`src/rtl/change_return_controller_pkg.sv`:
```
// Shared constants and state encoding for the vending machine change-return path.
package change_return_controller_pkg;

    localparam int unsigned kNumCoins  = 3;
    localparam int unsigned kNumItems  = 2;
    localparam int unsigned kTotalBits = 31;
    localparam int unsigned kWaitTime  = 10;

    typedef enum logic [1:0] {
        kStateIdle   = 2'd0,
        kStateActive = 2'd1,
        kStateReturn = 2'd2
    } state_e;

endpackage

```
`src/rtl/change_return_controller_coin_picker.sv`:
```
// Greedy largest-first coin selection for one refund cycle.
// CHANGE_BATCH_EN: when defined, every denomination that still fits is taken in the
// same cycle (multi-hot mask); otherwise only the largest fitting coin (one-hot).
module coin_picker #(
    parameter int unsigned NUM_COINS  = 3,
    parameter int unsigned TOTAL_BITS = 31
) (
    input  logic [TOTAL_BITS-1:0]     current_total,
    input  logic [NUM_COINS-1:0][31:0] coin_value,
    output logic [NUM_COINS-1:0]      coin_mask,
    output logic [TOTAL_BITS-1:0]     coin_sum
);

    logic [31:0] total_ext;
    logic [31:0] remaining;
    logic        found;

    assign total_ext = 32'(current_total);

    // Scan denominations from largest to smallest, subtracting each coin taken.
    always_comb begin
        coin_mask = '0;
        remaining = total_ext;
        found     = 1'b0;
        for (int k = int'(NUM_COINS) - 1; k >= 0; k--) begin
            if (!found && (remaining >= coin_value[k])) begin
                coin_mask[k] = 1'b1;
                remaining    = remaining - coin_value[k];
`ifndef CHANGE_BATCH_EN
                found        = 1'b1;
`endif
            end
        end
        coin_sum = TOTAL_BITS'(total_ext - remaining);
    end

endmodule

```
`src/rtl/change_return_controller.sv`:
```
// Balance register, inactivity timer and greedy change-return sequencer.
// Optional CHANGE_BATCH_EN (see coin_picker) pays several denominations per cycle.
module change_return_controller
    import change_return_controller_pkg::*;
#(
    parameter int unsigned WAIT_TIME  = kWaitTime,
    parameter int unsigned NUM_COINS  = kNumCoins,
    parameter int unsigned TOTAL_BITS = kTotalBits
) (
    input  logic                       clk,
    input  logic                       reset,
    input  logic [TOTAL_BITS-1:0]      current_total_nxt,
    input  logic [NUM_COINS-1:0][31:0] coin_value,
    input  logic [NUM_COINS-1:0]       i_input_coin,
    input  logic [kNumItems-1:0]       o_output_item,
    input  logic                       i_trigger_return,
    output logic [TOTAL_BITS-1:0]      current_total,
    output logic [31:0]                wait_time,
    output logic [NUM_COINS-1:0]       o_return_coin,
    output logic                       o_busy
);

    state_e                state_q, state_d;
    logic [TOTAL_BITS-1:0] total_q, total_d;
    logic [31:0]           wait_q, wait_d;
    logic [NUM_COINS-1:0]  ret_q, ret_d;

    logic                  activity;
    logic [NUM_COINS-1:0]  pick_mask;
    logic [TOTAL_BITS-1:0] pick_sum;

    assign activity = (|i_input_coin) || (|o_output_item);

    coin_picker #(
        .NUM_COINS  (NUM_COINS),
        .TOTAL_BITS (TOTAL_BITS)
    ) u_coin_picker (
        .current_total (total_q),
        .coin_value    (coin_value),
        .coin_mask     (pick_mask),
        .coin_sum      (pick_sum)
    );

    // State and datapath registers; reset abandons any refund in progress.
    always_ff @(posedge clk or posedge reset) begin
        if (reset) begin
            state_q <= kStateIdle;
            total_q <= '0;
            wait_q  <= '0;
            ret_q   <= '0;
        end else begin
            state_q <= state_d;
            total_q <= total_d;
            wait_q  <= wait_d;
            ret_q   <= ret_d;
        end
    end

    // Next-state logic: track the calculator, time out inactivity, then pay back change.
    always_comb begin
        state_d = state_q;
        total_d = total_q;
        wait_d  = wait_q;
        ret_d   = '0;
        unique case (state_q)
            kStateIdle: begin
                total_d = current_total_nxt;
                if (activity) begin
                    wait_d  = 32'(WAIT_TIME);
                    state_d = kStateActive;
                end
                // A return request on an empty balance is ignored.
                if (i_trigger_return && (total_q != '0)) begin
                    wait_d  = '0;
                    state_d = kStateReturn;
                end
            end
            kStateActive: begin
                total_d = current_total_nxt;
                if (activity) begin
                    wait_d = 32'(WAIT_TIME);
                end else if (wait_q != '0) begin
                    wait_d = wait_q - 32'd1;
                end
                if (i_trigger_return || (!activity && (wait_q == 32'd1))) begin
                    wait_d  = '0;
                    state_d = kStateReturn;
                end
            end
            kStateReturn: begin
                if (pick_mask != '0) begin
                    ret_d   = pick_mask;
                    total_d = total_q - pick_sum;
                end else begin
                    // Residue below the smallest coin is dropped.
                    total_d = '0;
                    state_d = kStateIdle;
                end
            end
            default: begin
                total_d = '0;
                wait_d  = '0;
                state_d = kStateIdle;
            end
        endcase
    end

    assign current_total = total_q;
    assign wait_time     = wait_q;
    assign o_return_coin = ret_q;
    assign o_busy        = (state_q == kStateReturn);

endmodule
```
`config.mk`:
```
export PLATFORM = sky130hd
export DESIGN_NAME = change_return_controller
export DESIGN_NICKNAME = d
export VERILOG_FILES = /design/src/rtl/change_return_controller_pkg.sv /design/src/rtl/change_return_controller_coin_picker.sv /design/src/rtl/change_return_controller.sv
export SDC_FILE = /design/constraint.sdc
export NUM_CORES = 1
export LEC_CHECK = 0
export CORE_MARGIN = 2
export CORE_UTILIZATION = 40
export DETAILED_ROUTE_END_ITERATION = 10
export GPL_TIMING_DRIVEN = 0
export PLACE_DENSITY = 0.69
export SYNTH_ARGS = -nofsm -noshare
export SYNTH_HDL_FRONTEND = slang
export SYNTH_HIERARCHICAL = 1
export SYNTH_SLANG_ARGS = --single-unit
export TNS_END_PERCENT = 100
```
`constraint.sdc`:
```
create_clock -name clk -period 25.8 [get_ports clk]
set_input_delay 5.16 -clock clk [delete_from_list [all_inputs] [get_ports clk]]
set_output_delay 5.16 -clock clk [all_outputs]
set_load 0.01 [all_outputs]
```
== Word-level counts from Yosys, hierarchy flattened ==
Cells that the tools add are included.

* Bitwise logic cells: 1
* Add/sub/neg operators: 6
* Muxes and demuxes: 22
* Eq/ne operators: 7
* $lt $le $gt $ge: 3
* Reduce and logical (&&, ||, !) cells: 18

{| class="wikitable"
|+ Operators by type and width
! operator !! number
|-
| two-way mux 32 bit || 7
|-
| one-hot mux 32 bit (3 select lines) || 1
|-
| subtractor 31 bit || 3
|-
| >= comparator 32 bit || 2
|-
| two-way mux 31 bit || 2
|-
| one-hot mux 31 bit (2 select lines) || 1
|-
| equality test 32 x 1 -> 1 bit, second input constant || 1
|-
| >= comparator 31 x 32 -> 1 bit || 1
|-
| nonzero test 32 bit || 1
|-
| subtractor 31 x 32 -> 32 bit || 1
|-
| subtractor 32 x 1 -> 32 bit, second input constant || 1
|-
| subtractor 32 bit || 1
|-
| nonzero test 31 bit || 1
|-
| two-way mux 2 bit || 4
|-
| two-way mux 3 bit || 2
|-
| one-hot mux 2 bit (3 select lines) || 1
|-
| AND reduction 3 bit || 2
|-
| logical AND 1 bit || 4
|-
| two-way mux 1 bit || 4
|-
| inequality test 2 bit, second input constant || 2
|-
| inequality test 4 bit, second input constant || 1
|-
| OR reduction 2 bit || 2
|-
| zero test 1 bit || 3
|-
| inequality test 3 bit, second input constant || 1
|-
| other kinds (7) || 8
|}

* Word-level logic and storage cells: 61
* Flip-flop bits (word level): 68
* Output and inout port bits: 67
* Input bits: 135

== Logic depth before layout (Yosys ltp) ==
Gate-level depths: netlist (run 1).

* Word-level depth: 12
* Mapped depth: 61
* Gate-level depth less buffers: 58

== Hierarchy ==
The synthesis (run 1) kept the hierarchy.

{| class="wikitable"
|+ By module, submodules not included
! module !! area each (µm²) !! cells an instance !! sequential area each (µm²) !! instances
|-
| coin_picker || 7831.3 || 1176 || 0.0 || 1
|-
| change_return_controller || 4939.7 || 587 || 1701.6 || 1
|}

== Least setup slack after synthesis (run 1) ==
No wires, ideal clock.

* Path kind: input-to-reg
* Start point: in coin_value[64] in the netlist's numbering
* End point: reg total_q[29] (netlist: current_total[29])
* Buffers on the path: 8
* Cell stages on the path: 58
* Required time: 25.673 ns
* Data arrival time: 16.094 ns
* Library setup time: 0.127 ns
* Slack: 9.579 ns
* Cells stage by stage: ha_1 > inv_1 > fa_1 > a21o_1 > a21oi_1 > o21a_1 > o31ai_2 > a31oi_1 > o22ai_2 > buf_6 > buf_4 > buf_2 > buf_2 > o21ai_0 > ha_1 > clkbuf_1 > nand2_1 > nor4_1 > [22 not listed] > or3_1 > o211ai_1 > o21ai_1 > a21oi_1 > nor2b_1 > o21a_1 > nor2_1 > xnor2_1 > inv_1 > ha_1 > inv_1 > o21bai_1 > a2111o_1 > a211oi_1 > or3b_2 > a31oi_1 > mux2i_1 > nand3_1

* Word-level cells in the longest chain between the ends: 12
* Elaborated cells between the ends (all ways): 22
* Those cells by class: add/sub: 5; order compare: 3; mux: 9; reduce/logical: 5

{| class="wikitable"
|+ Ends and longest elaborated chain
! item !! RTL line !! RTL
|-
| from (decl) || change_return_controller.sv:13 || <nowiki>input logic [NUM_COINS-1:0][31:0] coin_value,</nowiki>
|-
| >= comparator 31 x 32 -> 1 bit (*) || change_return_controller_coin_picker.sv:26 || <nowiki>if (!found && (remaining >= coin_value[k])) begin</nowiki>
|-
| two-way mux 1 bit (*) || change_return_controller_coin_picker.sv:26 ||
|-
| via pick_mask[2] || change_return_controller.sv:29 || <nowiki>logic [NUM_COINS-1:0] pick_mask;</nowiki>
|-
| zero test 1 bit || change_return_controller_coin_picker.sv:26 ||
|-
| logical AND 1 bit || change_return_controller_coin_picker.sv:26 ||
|-
| two-way mux 32 bit or two-way mux 1 bit (tied branches) || change_return_controller_coin_picker.sv:26 ||
|-
| >= comparator 32 bit or zero test 1 bit (tied branches) || change_return_controller_coin_picker.sv:26 ||
|-
| logical AND 1 bit || change_return_controller_coin_picker.sv:26 ||
|-
| two-way mux 31 bit (*) || change_return_controller_coin_picker.sv:26 ||
|-
| subtractor 31 bit (*) || change_return_controller_coin_picker.sv:34 || <nowiki>coin_sum = TOTAL_BITS'(total_ext - remaining);</nowiki>
|-
| via pick_sum[21] || change_return_controller.sv:30 || <nowiki>logic [TOTAL_BITS-1:0] pick_sum;</nowiki>
|-
| subtractor 31 bit (*) || change_return_controller.sv:93 || <nowiki>total_d = total_q - pick_sum;</nowiki>
|-
| two-way mux 31 bit (*) || change_return_controller.sv:91 || <nowiki>if (pick_mask != '0) begin</nowiki>
|-
| one-hot mux 31 bit (2 select lines) (*) || change_return_controller.sv:65 || <nowiki>unique case (state_q)</nowiki>
|-
| via total_d[29] || change_return_controller.sv:24 || <nowiki>logic [TOTAL_BITS-1:0] total_q, total_d;</nowiki>
|-
| to (signal assigned) || change_return_controller.sv:53 || <nowiki>total_q <= total_d;</nowiki>
|-
| to (decl) || change_return_controller.sv:24 ||
|}

The timed path passes the listed nets; every way through them passes the cells marked *.
A chain may end at the register's enable or synchronous reset.

== Worst setup path in the final report (run 1) ==
* Start point: in coin_value[64] in the netlist's numbering
* End point: reg total_q[23] (netlist: current_total[23])

The elaborated chain is that of the path after synthesis.

==> results of run 1 <==
cell type report:
cell class              count  area share (%)
inverters                 183            4.43
well taps                 402            3.22
clock inverters             6           0.465
plain buffers              48            1.65
repair buffers            202            13.0
clock buffers              10            1.47
flip-flops and latches     68            10.9
multi-input cells        1464            64.8
worst max path at each step:
stage | cells after the start | startpoint | slack [ps] | to
global route | 59 | coin_value[64] | 5000 | current_total[23]
global placement | 57 | coin_value[64] | 5720 | current_total[23]
finish | 58 | coin_value[64] | 5800 | current_total[23]
detailed placement | 58 | coin_value[64] | 5770 | current_total[23]
floorplan | 58 | coin_value[64] | 9580 | current_total[29]
CTS | 57 | coin_value[64] | 6070 | current_total[23]
cell families (layout without fill, tap and decap cells):
| logic type | Yosys count | count (layout) | synth area share, % |
|---|---|---|---|
| mux | 28 | 28 | 2.36 |
| simple gates | 535 | 535 | 21.2 |
| flops | 68 | 68 | 13.3 |
| fa+ha+maj | 162 | 162 | 16.2 |
| buf+inv | 231 | 449 | 7.42 |
| compound gates | 618 | 618 | 31.2 |
| xor+xnor | 121 | 121 | 8.30 |
stage by stage:
step,utilization (%),instances,setup slack [ps]
6_report,49.6,2383,5800
5_1_grt,49.6,2383,5000
4_1_cts,49.6,2383,6070
3_5_place_dp,48.6,2367,5770
3_3_place_gp,48.6,2366,5720
2_1_floorplan,-,1763,9580
worst max-delay path, delay by kind of cell:
family,cells,cell delay (ps)
compound gates,29,7250
xor+xnor,1,150
simple gates,10,2630
buf+inv,12,3130
fa+ha+maj,6,1850
state kept, by name (all words and copies together) (netlist names):
signal and cells:
wait_time 32, current_total 31, o_return_coin 3, state_q 2
cell usage after synthesis, types with 6 or more instances:
cell type  instances  area (sq um)
nor2_1           154           578
and2_1            12          75.1
a22o_1            19           166
nor2b_1           19           119
or3_1             14          87.6
o21ai_1           52           260
o41ai_1            6          52.6
dfrtp_1           68          1700
mux2i_1           11           110
o31ai_1           15           113
a211oi_1          11          82.6
or4_1             12          90.1
mux2_2            15           169
ha_1             157          1960
a211o_1            6          52.6
o21bai_1          16           120
o21a_1            25           188
and3_1            21           131
nand2b_1          28           175
nor3b_1           10          75.1
xor2_1            48           420
inv_1            181           679
xnor2_1           73           639
a21oi_1          181           906
o21ai_0          117           586
buf_2             14          70.1
nor4_1            15          93.8
nand3_1           37           185
a221o_1            6          60.1
nor3_1            32           160
a21o_1            68           510
nand4_1           23           144
buf_4              8          60.1
o211ai_1           9          67.6
a21boi_0           8          60.1
clkbuf_1          22          82.6
a31oi_1           11          68.8
nand2_1          124           465
routing by layer:
metal	GRT usage [%]	vias up
met5	0	-
met4	8.32	2
met2	45.4	493
li1	-	6823
met1	37.3	6514
met3	3.75	60
==> parameters.txt, run 1 <==
Parameter                              Value

Synth
  Gate count after technology mapping    1763
  Number of synthesis warnings    6
  Area of the mapped netlist    12800 sq um
  Number of enable flip-flop cells after synthesis    0
  Sequential cell area fraction in the yosys report    13.3%
  Number of nets produced by synthesis    2060
  Primary flip-flop cell chosen by synthesis mapping    dfrtp_1
  Ys async rst share    100%
  Post-synthesis cell type count    98
  Yosys reg bits    68
  Avg Synthesized Cell Area    7.24 sq um

Worst setup path
  Master of the slowest instance on the critical path    nor4_1
  Req. time, crit path    26020 ps
  Register-to-register setup slack    10550 ps
  Category of the worst setup path launch point    input pin
  Critical path's largest stage delay    720 ps
  Critical path fanouts, max    10
  Worst flop-to-flop path startpoint    current_total[0]
  Worst reg2reg endpoint    current_total[23]
  Setup CP Type    in2reg
  Arrival time reported for the critical path endpoint    20220 ps
  Kind of capture point of the worst setup path    flop
  Worst R2R Path Depth    58

Layout
  Share of post-route cells with drive strength above 1    4.95%
  Commonest non-fill, non-tap cells in the layout    clkdlybuf4s50_1 (201), a21oi_1 (181), inv_1 (180)
  Fill cell count    3130
  Number of nets in the layout    2273
  Multi-input logic area    10100 sq um
  Final standard cell area without fillers    15600 sq um
  Most frequent standard cell in the layout excluding fill and tap cells    clkdlybuf4s50_1
  Layout-stage area growth over the synthesis result    22.2%
  FF/Latch Area    1700 sq um
  Diodes inserted    0

Global routing
  GR Util All Layers    27.5%
  Antenna violations before repair    1
  Grt ovf    0
  Via count of the first global-routing pass    13347
  First-pass GRT wire length    72500 um
  Largest net degree at the start of global routing    41

STA
  Final sum of negative setup slack    0 ps
  Fin Clk Skew    11.9 ps
  Transition time at the pin with the least slew margin    1160 ps
  Period Utilization, post-route    77.5%
  Hold Violations, Final    0
  Fin. max-slew vios    0
  Remaining max-slew budget at the tightest pin    22.3%
  Worst Hold Slack    510 ps
  Fmax    0.0500 GHz
  Setup violations, final    0
  Setup repair after global routing missed its margin    false
  Min cycle time layout    20000 ps

Placement
  I/O Buffers    201
  Weighted congestion at the end of routability-driven global placement    0.930
  Placed inst area    15300 sq um
  Final HPWL from detailed placement    38100 um

Run
  Max-cap violations    0

Drt
  Met2 WL post-DR    21200 um
  Post-route DRC violation count    0
  Met1 wire length    21300 um
  Number of antenna-violating nets in the routed design    0
  Met3 wire len    3050 um
  Violation count after the first detailed-route iteration    1087
  Total via count in the routed design    13892
  Via-to-Cell Ratio    5.83
  Topmost layer with routed signal wires    met5
  Drt total wl    46800 um
  Pre-antenna DRT Iters    6
  Average wire length per cell after detail routing    19.6 um

Clock tree
  Cts hold-fix bufs    0
  Post-CTS Repair Setup Buffers    0
  Clock-pin slew of the registers on the worst-case setup and hold paths    60 ps
  Number of instances resized during post-cts repair    0
  Cell at the root of the clock tree    clkbuf_16
  Clock latency at the later pin of the worst-skew pair    340 ps
  Count of clock tree sinks    68
  TritonCTS buffer count    9
  Buffer levels on the longest clock path    2
  H-tree levels    3
  CTS tree    yes

Hold path
  Number of instances on the worst hold path    2
  Type of the most critical hold path    reg2reg
  Endpoint of the worst hold-timing path    wait_time[19]
  Critical hold path startpoint    wait_time[19]

Run status
  Outcome    finished clean

Floorplanning
  Area enclosed by the die boundary    33400 sq um
  Std-Cell Core Area    31500 sq um
  Initial cell density of the core    40.6%
  Overall die height    183 um
  Boundary Pins    202
  Row count    65
  Die width    183 um
Power of run 1 is not shown: default switching activity piles up to over one toggle a cycle in this logic, so the estimate is an artifact.
==> run 2, diff against run 1 <==
Settings changed: PLACE_DENSITY 0.69 to 0.72.
Clock period 25.8 ns to 17.72 ns, I/O delays scaled along.
==> parameters.txt, run 2 (synthesized netlist as in run 1, its figures left out) <==
Parameter                              Value

STA
  Min cycle time layout    17210 ps
  Crit path setup slack, layout    512 ps
  Final sum of negative setup slack    0 ps
  Remaining max-slew budget at the tightest pin    23.1%
  Transition time at the pin with the least slew margin    1140 ps
  Setup repair after global routing missed its margin    false
  Fmax    0.0581 GHz
  Fin Clk Skew    11.3 ps
  Fin. max-slew vios    0
  Setup violations, final    0
  Period Utilization, post-route    97.1%
  Worst Hold Slack    516 ps
  Hold Violations, Final    0

Placement
  Final HPWL from detailed placement    38600 um
  I/O Buffers    201
  Weighted congestion at the end of routability-driven global placement    0.976
  Worst setup slack after placement    -833 ps

Layout
  Max FFs per register    32
  Commonest non-fill, non-tap cells in the layout    clkdlybuf4s50_1 (201), a21oi_1 (180), inv_1 (180)
  Most frequent standard cell in the layout excluding fill and tap cells    clkdlybuf4s50_1
  Fill cell count    3075
  Layout-stage area growth over the synthesis result    23.2%
  Diodes inserted    0
  Number of nets in the layout    2277
  Share of post-route cells with drive strength above 1    5.44%

Floorplanning
  Area enclosed by the die boundary    33400 sq um
  Initial cell density of the core    40.6%
  Row count    65
  Boundary Pins    202
  Overall die height    183 um
  Std-Cell Core Area    31500 sq um
  Die width    183 um

Worst setup path
  Critical path fanouts, max    19
  Worst flop-to-flop path startpoint    current_total[0]
  Worst R2R Path Depth    61
  Cell class contributing the biggest share of worst-path delay    compound AO/OA/AOI/OAI gates
  Setup CP Type    in2reg
  Critical path startpoint    coin_value[64]
  CP Buf/Inv Count    12
  Kind of capture point of the worst setup path    flop
  Most common cell type on the critical path    a21oi_1
  Master of the slowest instance on the critical path    or3b_2
  Critical path's largest stage delay    510 ps
  Req. time, crit path    17930 ps
  Category of the worst setup path launch point    input pin
  Arrival time reported for the critical path endpoint    17420 ps
  Path length in cells of the critical path    60

Drt
  Total via count in the routed design    14051
  Via-to-Cell Ratio    5.89
  Number of antenna-violating nets in the routed design    0
  Drt total wl    47700 um
  Violation count after the first detailed-route iteration    1131
  Average wire length per cell after detail routing    20.0 um
  Pre-antenna DRT Iters    5
  Post-route DRC violation count    0

Clock tree
  Clock latency at the later pin of the worst-skew pair    340 ps
  Count of clock tree sinks    68
  TritonCTS buffer count    9
  H-tree levels    3
  Clock-pin slew of the registers on the worst-case setup and hold paths    60 ps
  Buffer levels on the longest clock path    2
  CTS tree    yes
  Cell at the root of the clock tree    clkbuf_16

Global routing
  Via count of the first global-routing pass    13590
  First-pass GRT wire length    73400 um
  Largest net degree at the start of global routing    59
  Grt ovf    0
  GR Util All Layers    27.8%
  Antenna violations before repair    1

Run status
  Outcome    finished clean

Hold path
  Type of the most critical hold path    reg2reg
  Critical hold path startpoint    wait_time[30]
  Number of instances on the worst hold path    1

Run
  Max-cap violations    0
## run 2: cell count changes in the layout (fill, tap and decap cells not counted), sizes merged
cell | before | now
buf | 27 | 31
bufinv | 1 | 2
clkbuf | 32 | 33
clkinv | 3 | 2
clkinvlp | 1 | 0
inv | 184 | 183
## run 2: layout make-up
class                      count  area [sq um]  area share (%)
buffer                        47           258            1.64
clock buffer                  11           243            1.54
clock inverter                 4          73.8           0.469
inverter                     183           692            4.40
multi-input combinational   1464         10200            64.7
sequential                    68          1700            10.8
tap                          402           503            3.20
timing repair buffer         207          2080            13.2
## run 2: what timing repair did
action,4_1_cts,5_1_grt
pin swaps,0,1
buffers inserted,0,5
gates resized for setup,4,11
endpoints found under the setup margin,6,12
hold endpoints to repair,0,0
hold buffers,0,0
## run 2: worst paths after layout
path / end / slack, ps
worst max register to register: current_total[29] / 3650
max in group asynchronous: current_total[24] / 13700
worst min-delay path: wait_time[30] / 520
min in group asynchronous: current_total[10] / 3470
worst min register to register: wait_time[30] / 520
worst max-delay path: current_total[29] / 510
## run 2: routing by layer
layer | track usage [%] | vias up | part of all wire [%]
met1 | 37.3 | 6580 | 44
met4 | 10.1 | 2 | 3.6
met3 | 3.27 | 72 | 7.1
met2 | 46.0 | 569 | 45
met5 | 0 | - | 0.025
li1 | - | 6828 | -
## run 2: per-stage QoR
stage                     instance area (sq um)  cells  utilization [%]
final                                     15700   2386             50.0
after CTS                                 15600   2381             49.7
after global placement                    15300   2366             48.6
after detailed placement                  15300   2367             48.7
after global routing                      15700   2386             50.0
after floorplan                           12800   1763                -
Power of run 2 is left out for the same reason.
==> run 3, diff against run 2 <==
Settings changed: SLEW_MARGIN set to 20.
==> parameters.txt, run 3 (synthesized netlist as in run 1, its figures left out) <==
Parameter                              Value

Run status
  Outcome    finished clean

Worst setup path
  Most common cell type on the critical path    a21oi_1
  Worst R2R Path Depth    61
  Worst flop-to-flop path startpoint    current_total[0]
  Master of the slowest instance on the critical path    or3b_2
  Category of the worst setup path launch point    input pin
  Kind of capture point of the worst setup path    flop
  Arrival time reported for the critical path endpoint    17300 ps
  Cell class contributing the biggest share of worst-path delay    compound AO/OA/AOI/OAI gates
  Worst reg2reg endpoint    current_total[29]
  Req. time, crit path    17940 ps
  Register-to-register setup slack    3760 ps
  CP Buf/Inv Count    13
  Critical path fanouts, max    10
  Critical path's largest stage delay    500 ps
  Setup CP Type    in2reg

STA
  Final sum of negative setup slack    0 ps
  Fmax    0.0585 GHz
  Hold Violations, Final    0
  Setup violations, final    0
  Transition time at the pin with the least slew margin    1150 ps
  Min cycle time layout    17080 ps
  Fin. max-slew vios    0
  Period Utilization, post-route    96.4%
  Crit path setup slack, layout    639 ps
  Fin Clk Skew    7.64 ps
  Worst Hold Slack    508 ps
  Remaining max-slew budget at the tightest pin    22.4%

Global routing
  GR Util All Layers    27.5%
  Antenna violations before repair    1
  Grt ovf    0
  Largest net degree at the start of global routing    40
  First-pass GRT wire length    72800 um
  Via count of the first global-routing pass    13383

Drt
  Via-to-Cell Ratio    5.90
  Number of antenna-violating nets in the routed design    0
  Drt total wl    47600 um
  Violation count after the first detailed-route iteration    1064
  Total via count in the routed design    14073
  Pre-antenna DRT Iters    6
  Post-route DRC violation count    0
  Average wire length per cell after detail routing    20.0 um

Layout
  Number of nets in the layout    2277
  Fill cell count    3105
  Diodes inserted    0
  Post-layout util    49.9%
  Layout-stage area growth over the synthesis result    23.1%
  Max FFs per register    32
  Commonest non-fill, non-tap cells in the layout    clkdlybuf4s50_1 (201), a21oi_1 (180), inv_1 (180)
  Most frequent standard cell in the layout excluding fill and tap cells    clkdlybuf4s50_1
  Share of post-route cells with drive strength above 1    5.39%

Floorplanning
  Std-Cell Core Area    31500 sq um
  Initial cell density of the core    40.6%
  Area enclosed by the die boundary    33400 sq um
  Boundary Pins    202
  Overall die height    183 um
  Row count    65
  Die width    183 um

Clock tree
  Count of clock tree sinks    68
  Clock-pin slew of the registers on the worst-case setup and hold paths    60 ps
  H-tree levels    3
  CTS tree    yes
  Buffer levels on the longest clock path    2
  TritonCTS buffer count    9
  Cell at the root of the clock tree    clkbuf_16
  Clock latency at the later pin of the worst-skew pair    340 ps

Hold path
  Critical hold path startpoint    wait_time[30]
  Number of instances on the worst hold path    1
  Endpoint of the worst hold-timing path    wait_time[30]
  Type of the most critical hold path    reg2reg

Placement
  Weighted congestion at the end of routability-driven global placement    0.976
  Worst setup slack after placement    -820 ps
  I/O Buffers    201
  Final HPWL from detailed placement    38500 um

Run
  Max-cap violations    0
## run 3: cell types whose count changed in the layout (fill, tap and decap cells not counted)
cell	previous run	this run
a2111oi_1	1	2
buf_4	13	12
buf_12	0	1
buf_16	1	0
clkbuf_2	1	2
a2111oi_2	2	1
## run 3: through the flow
stage,instance area [sq um],std cells
global placement,15300,2366
detailed placement,15300,2367
global route,15700,2386
finish,15700,2386
CTS,15600,2382
floorplan,12800,1763
## run 3: repair_timing
item                       in CTS  in global routing
setup endpoints to repair       5                 14
resized for setup               4                 12
pin swaps                       0                  1
buffers inserted                0                  4
hold buffers                    0                  0
## run 3: how the worst max path moves through the flow
stage / startpoint / to / slack [ps] / cells past startpoint
floorplan: coin_value[64] / current_total[29] / 3110 / 58
global placement: coin_value[64] / current_total[23] / -820 / 57
global route: coin_value[64] / current_total[23] / -4 / 60
detailed placement: coin_value[64] / current_total[29] / -820 / 59
CTS: coin_value[64] / current_total[29] / 4 / 60
finish: coin_value[64] / current_total[29] / 640 / 61
## run 3: cell type report
| cell class | instances | area (sq um) | share of cell area (%) |
|---|---|---|---|
| inverter | 183 | 692 | 4.40 |
| buffer | 48 | 263 | 1.67 |
| timing repair buffer | 206 | 2060 | 13.1 |
| multi-input combinational | 1464 | 10200 | 64.8 |
| tap | 402 | 503 | 3.20 |
| sequential | 68 | 1700 | 10.8 |
| clock inverter | 4 | 73.8 | 0.470 |
| clock buffer | 11 | 243 | 1.54 |
## run 3: metal layers
metal | track usage [%] | routed length (um) | vias up
met3 | 2.87 | 3000 | 67
met2 | 46.1 | 21500 | 541
met4 | 8.52 | 1530 | 2
met1 | 37.2 | 21600 | 6641
met5 | 0 | 12 | -
li1 | - | - | 6822
Power of run 3 is left out for the same reason.
